## src/rtl/regfile_access_sequencer.sv

```systemverilog
// Operand-fetch and writeback sequencer for a register file with registered
// read ports; bypasses a write that coincides with the read sample edge.
module regfile_access_sequencer #(
    parameter int unsigned DATA_W = 16,
    parameter int unsigned ADDR_W = 3
) (
    input  logic              CLK,
    input  logic              RST_N,
    input  logic              rd_req_valid,
    output logic              rd_req_ready,
    input  logic [ADDR_W-1:0] rd_addr_a,
    input  logic [ADDR_W-1:0] rd_addr_b,
    output logic              op_valid,
    input  logic              op_ready,
    output logic [DATA_W-1:0] op_a,
    output logic [DATA_W-1:0] op_b,
    input  logic              wb_valid,
    output logic              wb_ready,
    input  logic [ADDR_W-1:0] wb_addr,
    input  logic [DATA_W-1:0] wb_data,
    output logic [ADDR_W-1:0] rf_readA_address,
    output logic [ADDR_W-1:0] rf_readB_address,
    output logic              rf_write,
    output logic [ADDR_W-1:0] rf_write_address,
    output logic [DATA_W-1:0] rf_write_value,
    input  logic [DATA_W-1:0] rf_reg_A,
    input  logic [DATA_W-1:0] rf_reg_B
);

    typedef enum logic [1:0] {
        S_IDLE    = 2'd0,
        S_SAMPLE  = 2'd1,
        S_CAPTURE = 2'd2,
        S_HOLD    = 2'd3
    } state_t;

    state_t state;
    state_t state_next;

    logic accept_c;
    logic wb_fire_c;

    logic              byp_a;
    logic              byp_b;
    logic [DATA_W-1:0] byp_val_a;
    logic [DATA_W-1:0] byp_val_b;

    logic              rd_req_ready_next;
    logic              op_valid_next;
    logic [DATA_W-1:0] op_a_next;
    logic [DATA_W-1:0] op_b_next;
    logic [ADDR_W-1:0] rd_addr_a_next;
    logic [ADDR_W-1:0] rd_addr_b_next;
    logic              byp_a_next;
    logic              byp_b_next;
    logic [DATA_W-1:0] byp_val_a_next;
    logic [DATA_W-1:0] byp_val_b_next;

    assign accept_c  = (state == S_IDLE) && rd_req_ready && rd_req_valid;
    assign wb_fire_c = wb_valid && wb_ready;

    // State register
    always_ff @(posedge CLK or negedge RST_N) begin
        if (!RST_N) begin
            state <= S_IDLE;
        end else begin
            state <= state_next;
        end
    end

    // Next-state logic
    always_comb begin
        state_next = state;
        case (state)
            S_IDLE:    if (accept_c) state_next = S_SAMPLE;
            S_SAMPLE:  state_next = S_CAPTURE;
            S_CAPTURE: state_next = S_HOLD;
            S_HOLD:    if (op_ready) state_next = S_IDLE;
            default:   state_next = S_IDLE;
        endcase
    end

    // Next values of the registered fetch outputs and bypass capture
    always_comb begin
        rd_req_ready_next = (state_next == S_IDLE);
        op_valid_next     = op_valid;
        op_a_next         = op_a;
        op_b_next         = op_b;
        rd_addr_a_next    = rf_readA_address;
        rd_addr_b_next    = rf_readB_address;
        byp_a_next        = byp_a;
        byp_b_next        = byp_b;
        byp_val_a_next    = byp_val_a;
        byp_val_b_next    = byp_val_b;
        case (state)
            S_IDLE: begin
                if (accept_c) begin
                    rd_addr_a_next = rd_addr_a;
                    rd_addr_b_next = rd_addr_b;
                end
            end
            S_SAMPLE: begin
                // The RF returns the old value when a write shares the sample edge
                byp_a_next     = rf_write && (rf_write_address == rf_readA_address);
                byp_b_next     = rf_write && (rf_write_address == rf_readB_address);
                byp_val_a_next = rf_write_value;
                byp_val_b_next = rf_write_value;
            end
            S_CAPTURE: begin
                op_valid_next = 1'b1;
                op_a_next     = byp_a ? byp_val_a : rf_reg_A;
                op_b_next     = byp_b ? byp_val_b : rf_reg_B;
            end
            S_HOLD: begin
                if (op_ready) op_valid_next = 1'b0;
            end
            default: ;
        endcase
    end

    // Fetch output registers
    always_ff @(posedge CLK or negedge RST_N) begin
        if (!RST_N) begin
            rd_req_ready     <= 1'b0;
            op_valid         <= 1'b0;
            op_a             <= DATA_W'(0);
            op_b             <= DATA_W'(0);
            rf_readA_address <= ADDR_W'(0);
            rf_readB_address <= ADDR_W'(0);
            byp_a            <= 1'b0;
            byp_b            <= 1'b0;
            byp_val_a        <= DATA_W'(0);
            byp_val_b        <= DATA_W'(0);
        end else begin
            rd_req_ready     <= rd_req_ready_next;
            op_valid         <= op_valid_next;
            op_a             <= op_a_next;
            op_b             <= op_b_next;
            rf_readA_address <= rd_addr_a_next;
            rf_readB_address <= rd_addr_b_next;
            byp_a            <= byp_a_next;
            byp_b            <= byp_b_next;
            byp_val_a        <= byp_val_a_next;
            byp_val_b        <= byp_val_b_next;
        end
    end

    // Writeback path: one rf_write pulse per accepted wb_valid cycle
    always_ff @(posedge CLK or negedge RST_N) begin
        if (!RST_N) begin
            wb_ready         <= 1'b0;
            rf_write         <= 1'b0;
            rf_write_address <= ADDR_W'(0);
            rf_write_value   <= DATA_W'(0);
        end else begin
            wb_ready <= 1'b1;
            rf_write <= wb_fire_c;
            if (wb_fire_c) begin
                rf_write_address <= wb_addr;
                rf_write_value   <= wb_data;
            end
        end
    end

endmodule

```

## config.mk

```make
export PLATFORM = sky130hd
export DESIGN_NAME = regfile_access_sequencer
export DESIGN_NICKNAME = d
export VERILOG_FILES = /design/src/rtl/regfile_access_sequencer.sv
export SDC_FILE = /design/constraint.sdc
export NUM_CORES = 1
export LEC_CHECK = 0
export CAP_MARGIN = 40
export CORE_ASPECT_RATIO = 0.75
export CORE_UTILIZATION = 44
export CTS_CLUSTER_SIZE = 20
export DETAILED_ROUTE_END_ITERATION = 7
export GPL_TIMING_DRIVEN = 1
export PLACE_DENSITY = 0.79
export SLEW_MARGIN = 30
export SYNTH_ARGS = -nofsm -noshare
export SYNTH_HDL_FRONTEND = slang
export SYNTH_SLANG_ARGS = --single-unit
```

## constraint.sdc

```tcl
create_clock -name CLK -period 1.7 [get_ports CLK]
set_input_delay 0.17 -clock CLK [delete_from_list [all_inputs] [get_ports CLK]]
set_output_delay 0.17 -clock CLK [all_outputs]
set_load 0.1 [all_outputs]
```

==> results.ini <==
[outcome]
status=complete, no violations

[worst_setup_path]
critical_path_class=reg -> reg
r2r-start=state[1]$_DFF_PN0_
reg2regPathDepth=2
critPathCaptureType=register
worst-path-max-fanout=8
reg2reg_slack_ns=0.22
worstPathArrival_ns=1.71
startpoint_type=register
critPathRequiredTime_ns=1.93
critPathLaunch=state[1]$_DFF_PN0_
r2r_end=rf_readA_address[0]$_DFFE_PN0P_

[drt]
via_per_inst=4.77
routedWlPerCell_um=15.1
drt-pass1-iter-count=4
wl_um=7860
drt_iter0_drc=162
vias=2484
final_antenna_net_count=0
drc_errors=0

[sta]
setup_slack_ns=0.225
setup_tns_ns=0
period_share_pct=86.8
finClkSkew_ns=0.0111
fin_hold_ws_ns=0.309
relSlewSlack_pct=55.6
rsz0062_at_grt=no
hold_viol=0
fmax_mhz=678
finalSetupViolCount=0
slew_violations=0
tightest_slew_ns=0.665
layout_min_cycle_time_ns=1.48

[layout]
n_fill_cell=564
layout-drive-gt1-share_pct=26.7
postLayoutCoreUtil_pct=68.3
layout_common_cells=87 x nand2_1, 80 x dfrtp_1, 60 x clkdlybuf4s50_1
ff_latch_area_um2=2030
layout.nets=477
syn_to_final_growth_pct=49.0
n_antenna_cell=0
layout_commonest_cell=nand2_1
multiInputGateArea_um2=1250

[logic_synthesis]
syn-cell-area_um2=3390
yosysSeqAreaShare_pct=59.8
yosysTopAreaCellShare_pct=59.8
syn_area_per_cell_um2=11.6
synth.net_count=355
yosysWarningCount=0
ys_ff_latch=81
synth.distinct_cells=22
synth_top_cell_by_area=dfrtp_1
synth_area_leaders=dfrtp_1 60%, nand2_1 9.6%, mux2i_1 9.5%
syn_inst=293

[grt]
grt_pass1_wl_um=12400
grt-ovfl-total=0
grt_antenna_before_repair=0
grtUsageTotal_pct=20.9
first_global_vias=2470
grt_max_degree=66

[clocking]
clockBufferDepth=2
clkSlewWorstSetupHoldPaths_ns=0.08
h-tree-depth=3
cts_buffers=9
clock-sinks=81
post_cts_resized=0
clk_latency_ns=0.35
cts_tree=yes
cts.root.buffer_cell=clkbuf_8

[place]
post-dp-hpwl_um=5780
post-place-ws_ns=0.128
portBuffers=122
gp_congestion=0.752

[floorplan]
die_y_um=78.0
die_width_um=103
die_area_um2=8060
core_area_um2=7400
pin_count=123
start_util_pct=45.8
rows=27

[job]
maxCapViolCount=0

[hold_path]
hp-class=in -> async

==> routing by layer <==
layer  track usage [%]  wire (µm)
met2              29.9       3330
met5                 0          0
met4              6.76         95
met1              29.1       3770
met3              7.84        664
==> logic make-up (layout without fill, tap and decap cells) <==
kind of cell / Yosys count / after routing / synth area share, %
AOI/OAI and AO/OA: 36 / 36 / 5.91
xor gates and xnor gates: 6 / 6 / 1.55
buffers and inverters: 19 / 146 / 3.32
DFF: 81 / 81 / 59.8
muxes: 57 / 57 / 18.4
other: 1 / 1 / 0.111
and+or+nand+nor: 93 / 93 / 10.9
==> synthesized netlist by cell type <==
cell type,n
nand2_1,87
dfrtp_1,81
mux2i_1,32
o21ai_0,32
mux2_2,19
buf_2,12
mux2_4,6
xor2_1,6
a21o_1,2
buf_4,2
buf_6,2
nand2b_1,2
and4bb_1,1
clkbuf_1,1
clkbuf_4,1
conb_1,1
inv_1,1
nand2_2,1
nor2_1,1
nor2b_1,1
o41ai_1,1
o41ai_2,1
==> registers in the layout, indices dropped and copies added, names as in the netlist <==
name              flops
byp_val_b            16
op_a                 16
op_b                 16
rf_write_value       16
rf_readA_address      3
rf_readB_address      3
rf_write_address      3
state                 2
byp_a                 1
byp_b                 1
op_valid              1
rd_req_ready          1
rf_write              1
wb_ready              1
==> metrics by stage <==
stage	std cells	cell area (µm²)
2_1_floorplan	293	3390
3_3_place_gp	504	4800
3_5_place_dp	504	4800
4_1_cts	521	5050
5_1_grt	521	5050
6_report	521	5050
==> critical path, stage by stage, from the launching register on <==
cell,delay (ns)
dfrtp_1,0.45
and4bb_1,0.57
mux2_4,0.34
==> how the worst max path moves through the flow <==
stage	to	slack, ns	cells past startpoint
global placement	rf_readB_address[0]$_DFFE_PN0P_	0.16	3
detailed placement	rf_readA_address[0]$_DFFE_PN0P_	0.13	3
floorplan	rf_write_address[2]$_DFFE_PN0P_	0.07	3
global route	rf_readA_address[0]$_DFFE_PN0P_	0.17	2
CTS	rf_readA_address[0]$_DFFE_PN0P_	0.21	2
finish	rf_readA_address[0]$_DFFE_PN0P_	0.22	2
==> what timing repair did <==
| action | CTS | global route |
|---|---|---|
| hold buffers | 1 | 0 |
| hold endpoints to repair | 34 | 0 |
| buffers inserted | 0 | 0 |
==> final cells by class <==
class,count,share of cell area (%)
tap,101,2.50
inverter,1,0.0743
timing repair buffer,129,27.7
clock buffer,11,2.80
multi-input combinational,193,24.8
sequential,81,40.2
clock inverter,5,2.03
Power is left out: the tool's default activity adds up to more than one toggle a clock period on the data nets, which glitch-free logic cannot reach.
